## src/rtl/rxfifo_axis_rdctrl.sv

```systemverilog
// Read-side controller for the AXIS bridge RX path: drains the length and data
// FIFOs and emits each frame as an AXI-Stream packet with tkeep/tlast.
`timescale 1ns/1ps

module rxfifo_axis_rdctrl #(
  parameter int DWIDTH = 64,
  parameter int KEEPW  = 8,
  parameter int LWIDTH = 14
) (
  input  logic              clk,
  input  logic              reset_,
  input  logic              len_rdempty,
  output logic              len_rden,
  input  logic [LWIDTH-1:0] len_dataout,
  input  logic              dat_rdempty,
  output logic              dat_rden,
  input  logic [DWIDTH-1:0] dat_dataout,
  output logic [DWIDTH-1:0] m_axis_tdata,
  output logic [KEEPW-1:0]  m_axis_tkeep,
  output logic              m_axis_tvalid,
  output logic              m_axis_tlast,
  input  logic              m_axis_tready,
  output logic [31:0]       pkt_cnt,
  output logic              err_zero_len,
  output logic              busy
);

  localparam int KBITS  = $clog2(KEEPW);
  localparam int BWIDTH = LWIDTH - KBITS + 1;

  typedef enum logic [1:0] {IDLE, LEN_WAIT, DATA} state_t;

  state_t              state_q, state_d;
  logic                active_q;
  logic [BWIDTH-1:0]   rd_left_q, rd_left_d;
  logic [BWIDTH-1:0]   beat_left_q, beat_left_d;
  logic [KBITS-1:0]    rem_q, rem_d;
  logic                inflight_q;
  logic [DWIDTH-1:0]   buf0_q, buf0_d;
  logic [DWIDTH-1:0]   buf1_q, buf1_d;
  logic [1:0]          occ_q, occ_d;
  logic [31:0]         pkt_cnt_q, pkt_cnt_d;
  logic                err_q, err_d;

  logic                tvalid;
  logic                pop;
  logic                last_beat;
  logic [2:0]          slots_used;
  logic                room;
  logic [KBITS-1:0]    len_rem;
  logic [BWIDTH-1:0]   len_beats;
  logic [KEEPW-1:0]    last_mask;

  assign tvalid     = (occ_q != 2'd0);
  assign pop        = tvalid && m_axis_tready;
  assign last_beat  = (beat_left_q == BWIDTH'(1));
  assign slots_used = {1'b0, occ_q} + {2'b00, inflight_q};
  // A pop this cycle frees the slot that a read issued now will land in next cycle.
  assign room       = (slots_used < 3'd2) || pop;
  assign len_rem    = len_dataout[KBITS-1:0];
  assign len_beats  = BWIDTH'(len_dataout >> KBITS) + BWIDTH'(len_rem != '0);

  assign dat_rden = (state_q == DATA) && (rd_left_q != '0) && !dat_rdempty && room;

  always_comb begin
    last_mask = {KEEPW{1'b1}};
    if (rem_q != '0) begin
      last_mask = ~({KEEPW{1'b1}} << rem_q);
    end
  end

  always_comb begin
    state_d     = state_q;
    len_rden    = 1'b0;
    rd_left_d   = rd_left_q;
    beat_left_d = beat_left_q;
    rem_d       = rem_q;
    pkt_cnt_d   = pkt_cnt_q;
    err_d       = 1'b0;
    case (state_q)
      IDLE: begin
        if (active_q && !len_rdempty) begin
          len_rden = 1'b1;
          state_d  = LEN_WAIT;
        end
      end
      LEN_WAIT: begin
        if (len_dataout == '0) begin
          err_d   = 1'b1;
          state_d = IDLE;
        end else begin
          rd_left_d   = len_beats;
          beat_left_d = len_beats;
          rem_d       = len_rem;
          state_d     = DATA;
        end
      end
      DATA: begin
        if (dat_rden) begin
          rd_left_d = rd_left_q - BWIDTH'(1);
        end
        if (pop) begin
          beat_left_d = beat_left_q - BWIDTH'(1);
          if (last_beat) begin
            pkt_cnt_d = pkt_cnt_q + 32'd1;
            state_d   = IDLE;
          end
        end
      end
      default: state_d = IDLE;
    endcase
  end

  // Two-entry skid buffer; buf0 is always the head presented on the stream.
  always_comb begin
    buf0_d = buf0_q;
    buf1_d = buf1_q;
    occ_d  = occ_q;
    if (inflight_q && !pop) begin
      if (occ_q == 2'd0) begin
        buf0_d = dat_dataout;
      end else begin
        buf1_d = dat_dataout;
      end
      occ_d = occ_q + 2'd1;
    end else if (pop && !inflight_q) begin
      buf0_d = buf1_q;
      occ_d  = occ_q - 2'd1;
    end else if (pop && inflight_q) begin
      if (occ_q == 2'd1) begin
        buf0_d = dat_dataout;
      end else begin
        buf0_d = buf1_q;
        buf1_d = dat_dataout;
      end
    end
  end

  always_ff @(posedge clk or negedge reset_) begin
    if (!reset_) begin
      state_q     <= IDLE;
      active_q    <= 1'b0;
      rd_left_q   <= '0;
      beat_left_q <= '0;
      rem_q       <= '0;
      inflight_q  <= 1'b0;
      buf0_q      <= '0;
      buf1_q      <= '0;
      occ_q       <= 2'd0;
      pkt_cnt_q   <= 32'd0;
      err_q       <= 1'b0;
    end else begin
      state_q     <= state_d;
      active_q    <= 1'b1;
      rd_left_q   <= rd_left_d;
      beat_left_q <= beat_left_d;
      rem_q       <= rem_d;
      inflight_q  <= dat_rden;
      buf0_q      <= buf0_d;
      buf1_q      <= buf1_d;
      occ_q       <= occ_d;
      pkt_cnt_q   <= pkt_cnt_d;
      err_q       <= err_d;
    end
  end

  assign m_axis_tdata  = buf0_q;
  assign m_axis_tvalid = tvalid;
  assign m_axis_tlast  = tvalid && last_beat;
  assign m_axis_tkeep  = tvalid ? (last_beat ? last_mask : {KEEPW{1'b1}}) : '0;
  assign pkt_cnt       = pkt_cnt_q;
  assign err_zero_len  = err_q;
  assign busy          = (state_q != IDLE) || (occ_q != 2'd0);

endmodule
```

## config.mk

```make
export PLATFORM = sky130hd
export DESIGN_NAME = rxfifo_axis_rdctrl
export DESIGN_NICKNAME = d
export VERILOG_FILES = /design/src/rtl/rxfifo_axis_rdctrl.sv
export SDC_FILE = /design/constraint.sdc
export NUM_CORES = 1
export LEC_CHECK = 0
export BUFFER_PORTS_ARGS = -buffer_cell sky130_fd_sc_hd__buf_2
export CAP_MARGIN = 30
export CORE_ASPECT_RATIO = 1.5
export CORE_UTILIZATION = 41
export CTS_CLUSTER_DIAMETER = 100
export CTS_CLUSTER_SIZE = 30
export DETAILED_ROUTE_END_ITERATION = 10
export GPL_TIMING_DRIVEN = 0
export PLACE_DENSITY = 0.75
export SLEW_MARGIN = 10
export SYNTH_ARGS = -nofsm -noshare
export SYNTH_HDL_FRONTEND = slang
export SYNTH_SLANG_ARGS = --single-unit
export TNS_END_PERCENT = 50
```

## constraint.sdc

```tcl
create_clock -name clk -period 2.8 [get_ports clk]
set_input_delay 0.14 -clock clk [delete_from_list [all_inputs] [get_ports clk]]
set_output_delay 0.14 -clock clk [all_outputs]
set_load 0.01 [all_outputs]
```

== Word-level counts from Yosys, hierarchy flattened ==
Index checks and enable logic that the tools add are counted.
Cells by class
  shifts and indexed selects: 1
  equal/unequal tests: 13
  bitwise logic cells: 2
  order comparisons: 1
  add/subtract/negate cells: 7
  reductions and logical operators: 34
  mux-type cells: 29
  multiply operators: 0
  divide/modulo/power cells: 0
Operators by type and width (count)
  two-way mux 64 bit: 10
  one-hot mux 12 bit (2 select lines): 2
  two-way mux 12 bit: 3
  adder 32 x 1 -> 32 bit, second input constant: 1
  two-way mux 8 bit: 3
  subtractor 12 x 1 -> 12 bit, second input constant: 2
  inequality test 2 bit, second input constant: 8
  logical NOT 14 bit: 1
  adder 11 x 1 -> 12 bit: 1
  equality test 12 x 1 -> 1 bit, second input constant: 1
  two-way mux 2 bit: 6
  AND reduction 3 bit: 4
  nonzero test 12 bit: 1
  nonzero test 2 bit: 5
  logical AND 1 bit: 9
  nonzero test 3 bit: 3
  NOT 8 bit: 1
  << shifter 8 x 3 -> 8 bit, first input constant: 1
  one-hot mux 2 bit (3 select lines): 1
  equality test 2 x 1 -> 1 bit, second input constant: 2
  logical NOT 1 bit: 4
  logical NOT 2 bit: 2
  two-way mux 1 bit: 4
  AND reduction 2 bit: 2
  other kinds (9): 10
Word-level totals
  memories: 0
  bits in registers: 194
  bits in read-only memories: 0
  bits in latches: 0
  output and inout port bits: 110
  logic and storage cells: 98
  memory bits (writable): 0

== Longest topological paths before layout ==
  depth in word-level cells: 6
  mapped depth: 13

== Least setup slack after synthesis ==
Ideal clock, no wire load.
  path kind: flip-flop to flip-flop
  start point: register occ_q[0]
  end point: register buf1_q[0]
  data arrival time: 2.418 ns
  slack: 0.257 ns
  clock period less this slack: 2.543 ns
  cell stages (with the launch flop): 12
  cell sequence: dfrtp_1 -> inv_1 -> ha_1 -> buf_2 -> inv_2 -> nand2_1 -> ha_1 -> nor3b_1 -> a21oi_1 -> nor2_1 -> buf_2 -> mux2_2
Between the ends
  word-level cells in the longest chain between the ends: 6
  elaborated cells on any way between the ends: 14
RTL lines
  start, declared: line 41  | logic [1:0] occ_q, occ_d;
  start signal, assigned: line 149  | occ_q <= 2'd0;
  start signal, assigned: line 161  | occ_q <= occ_d;
  nonzero test 2 bit (*): line 54  | assign tvalid = (occ_q != 2'd0);
  net m_axis_tvalid: line 20  | output logic m_axis_tvalid,
  logical AND 1 bit (*): line 55  | assign pop = tvalid && m_axis_tready;
  logical NOT 1 bit: line 119  | if (inflight_q && !pop) begin
  logical AND 1 bit: line 119
  inequality test 2 bit (no line) / nonzero test 2 bit (equally long branches)
  AND reduction 4 bit (no line)
  end signal, assigned: line 160  | buf1_q <= buf1_d;
  end, declared: line 40  | logic [DWIDTH-1:0] buf1_q, buf1_d;
Mark *: on every way through the listed nets, which the timed path passes. The rest lies on a longest branch.
A chain may end at the register's enable or synchronous reset.

== Final worst setup path ==
  start point: register occ_q[0]
  end point: register buf0_q[30], in the netlist m_axis_tdata[30]
Between the ends
  word-level cells in the longest chain between the ends: 6
  elaborated cells on any way between the ends: 15
RTL lines
  nonzero test 2 bit: line 54
  logical AND 1 bit: line 55
  logical NOT 1 bit: line 119
  logical AND 1 bit: line 119
  inequality test 2 x 1 -> 1 bit (no line) / nonzero test 3 bit (equally long branches)
  AND reduction 2 bit (no line)
  end signal, assigned: line 159  | buf0_q <= buf0_d;
  end, declared: line 39  | logic [DWIDTH-1:0] buf0_q, buf0_d;
Several ways; a longest one is shown, not always the timed one. The select of a mux whose other input is x is not followed.

==> reports/qor.txt <==
================================================================================
Combinational Power Share                                                  40.7%
Worst clock skew                                                       0.0116 ns
Classification of the worst setup path                              flip-flop to flip-flop
GR Util All Layers                                                         21.1%
Clock tree from TritonCTS                                                   done
Core Area                                                             0.0218 mm2
Mapped Cells                                                                 840
Total grt overflow                                                             0
Min Tclk post-route                                                      2.60 ns
Syn Nets                                                                     937
Post-placement cell count                                                   1305
Max Root-Sink Buffers                                                          2
CTS sink cnt                                                                 194
Worst Setup Slack post-DPL                                             -0.611 ns
CTS H-tree lvls                                                                4
Violation count after the first detailed-route iteration                     422
I/O pins                                                                     193
Critical Path Sink Type                                                flip-flop
Total via count after detailed routing                                      7543
Tightest hold margin                                                    0.111 ns
Leakage power summed over all cells                                      5.81 nW
Final WL                                                                23600 um
Count of yosys warnings during synthesis                                       0
Synth unique cells                                                            56
# fillers                                                                   1906
Power density over the cells                                          994 mW/mm2
Placement Cell Area                                                   0.0105 mm2
Setup ws final                                                          0.197 ns
Num CTS Buffers                                                               17
Proportion of netlist area held by the largest area contributor            53.2%
Kind of launch point of the worst setup path                           flip-flop
Final worst path period share                                              93.0%
DR vias/cell                                                                5.35
Fin. max-slew vios                                                             0
Critical path peak fanout                                                     10
Maximum number of pins on one net before global-route repair                 102
Switching part of the total                                                37.2%
Crit path required time                                                  3.09 ns
DRC viols                                                                      0
Number of enable flip-flop cells after synthesis                               0
# Max-Cap Violations                                                           0
Cell types with the highest counts after synthesis                  dfrtp_1 (194), nand2_1 (103), o21ai_0 (95), mux2_2 (65), mux2i_1 (64)
Maximum vdd ir drop                                                   0.000427 V
Number of flip-flops and latches in the synthesized netlist                  194
Row count                                                                     66
Clock-pin transition on the worst setup and hold timing paths            0.07 ns
Internal power contribution                                              7.39 mW
Type of the worst min-delay path                                    primary input to flip-flop
Post-synthesis average cell area                                        10.9 um2
Routed wire length per instance                                          16.7 um
Result of the run                                                      completed
Number of non-filler instances in the completed layout                      1410
Final Hold Fails                                                               0
Share of power burned in the clock network                                 20.0%
Most common flop cell mapped by yosys                                    dfrtp_1
Ys async rst share                                                          100%
Max transition margin                                                      51.8%
Die width                                                                 124 um
Switching component of the power                                         4.37 mW
Cells taking the most area after synthesis                          dfrtp_1 (53%), mux2_2 (8.0%), mux2i_1 (7.0%)
DPL Wire Length                                                         16300 um
Final setup violation count                                                    0
Fraction of final layout cells with drive strength greater than 1          29.3%
Transition time at the pin with the least slew margin                   0.724 ns
Starting density of the core                                               41.9%
Antenna-violating nets left                                                    0
Count of input and output buffers                                            192
Clock network latency to the later pin of the worst-skew pair            0.44 ns
Detailed Routing Iterations Pass 1                                             5
Global-route wire length before repair                                  37200 um
Post-synth top area cell                                                 dfrtp_1
Part of the Yosys area used for sequential elements                        53.2%
Die ar.                                                               0.0229 mm2
Power consumption                                                        11.8 mW
Routability-driven placement congestion ratio                              0.897
Clock Tree Root                                                        clkbuf_16
Highest Clock Rate                                                     0.384 GHz
Netlist area before placement                                        0.00913 mm2
Antenna violations before repair                                               0
Library cell with the highest instance count after synthesis             dfrtp_1
Vias in the first global route                                              7524
Nets@finish                                                                 1222
Die Height                                                                185 um
Synth-to-Final Area Change                                                 29.6%
WP data arrival                                                          2.90 ns
Ant diodes                                                                     0
Proportion of power drawn by flip-flops and latches                        39.2%
RSZ-0062 raised after global routing                                         yes
Design Area, Final                                                    0.0118 mm2
================================================================================
## critical path, stage by stage, from the launching register on
cell     delay [ns]
dfrtp_1        0.39
inv_1          0.06
ha_1           0.23
buf_2          0.20
inv_2          0.13
nand2_2        0.12
inv_2          0.10
ha_1           0.22
inv_1          0.06
a21oi_1        0.14
buf_4          0.23
buf_4          0.25
mux2i_1        0.22
o21ai_0        0.11
## registers in the layout (all words and copies together), names as in the netlist
name and flops:
active_q 1, beat_left_q 12, buf1_q 64, err_zero_len 1
inflight_q 1, m_axis_tdata 64, occ_q 2, pkt_cnt 32
rd_left_q 12, rem_q 3, state_q 2
## placed cells by master, fill, tap and decap left out, drive strengths merged, types with 3 or more instances in the layout
cell,instances
nor4,9
o31ai,5
xor2,10
nor3,15
a31oi,10
inv,19
dfrtp,194
nand3,21
nor4b,4
nand4,14
nand2,103
dlygate4sd3,69
and4,8
clkinvlp,4
ha,14
clkinv,4
buf,227
nor2,39
xnor2,27
and2,3
o21ai,95
o22ai,3
and3,11
or4,3
nor2b,3
a21oi,31
o22a,3
mux2i,64
mux2,65
clkbuf,34
## power by group through the flow
stage	clock network [mW]	registers (mW)	logic [mW]
2_1_floorplan	0	4.69	2.94
3_3_place_gp	0	4.59	4.43
3_5_place_dp	0	4.65	4.57
4_1_cts	2.41	4.60	4.74
5_1_grt	2.51	4.76	5.32
6_report	2.36	4.61	4.79
## metal layers
layer  wire length (um)  up-vias  track usage [%]
li1                   -     3537                -
met1               9250     3701             23.8
met2              12500      230             36.7
met3                896       75             4.02
met4                968        0             12.1
met5                  0        -                0
## cells by family after synthesis
logic type	synth area share [%]
compound gates	9.86
xor+xnor	3.55
fa+ha+maj	1.92
buf+inv	3.06
flops	53.2
mux	15.0
other cells	0.0411
simple gates	13.4
## worst paths after layout
kind / from / end / slack [ns] / depth (start not counted)
max in group asynchronous: reset_ / m_axis_tdata[36]$_DFFE_PN0P_ / 1.54 / 3
max: occ_q[0]$_DFFE_PN0P_ / m_axis_tdata[30]$_DFFE_PN0P_ / 0.20 / 13
min: len_dataout[3] / err_zero_len$_DFF_PN0_ / 0.11 / 4
max reg2reg: occ_q[0]$_DFFE_PN0P_ / m_axis_tdata[30]$_DFFE_PN0P_ / 0.20 / 13
min in group asynchronous: reset_ / pkt_cnt[10]$_DFFE_PN0P_ / 0.31 / 2
min reg2reg: pkt_cnt[31]$_DFFE_PN0P_ / pkt_cnt[31]$_DFFE_PN0P_ / 0.47 / 1
## stage by stage
stage	util [%]	TNS (ns)
finish	54.3	0
global route	54.3	-0.278
CTS	54.1	0
detailed placement	48.0	-54.78
global placement	47.8	-372.31
floorplan	-	0
## timing repair
action | in CTS | in global routing
buffers inserted | 2 | 2
pin swaps | 1 | 0
setup endpoints to repair | 124 | 125
hold endpoints to repair | 187 | 0
gates resized for setup | 21 | 6
hold buffers | 69 | 0
## cell type report
cell class,instances,area (um2),share of cell area (%)
flip-flops and latches,194,4850,41.0
multi-input cells,586,4010,33.9
repair buffers,266,1730,14.6
clock buffers,21,460,3.89
well taps,272,340,2.88
plain buffers,43,269,2.27
clock inverters,11,104,0.878
inverters,17,63.8,0.539
(Power assumes the default switching activity.)
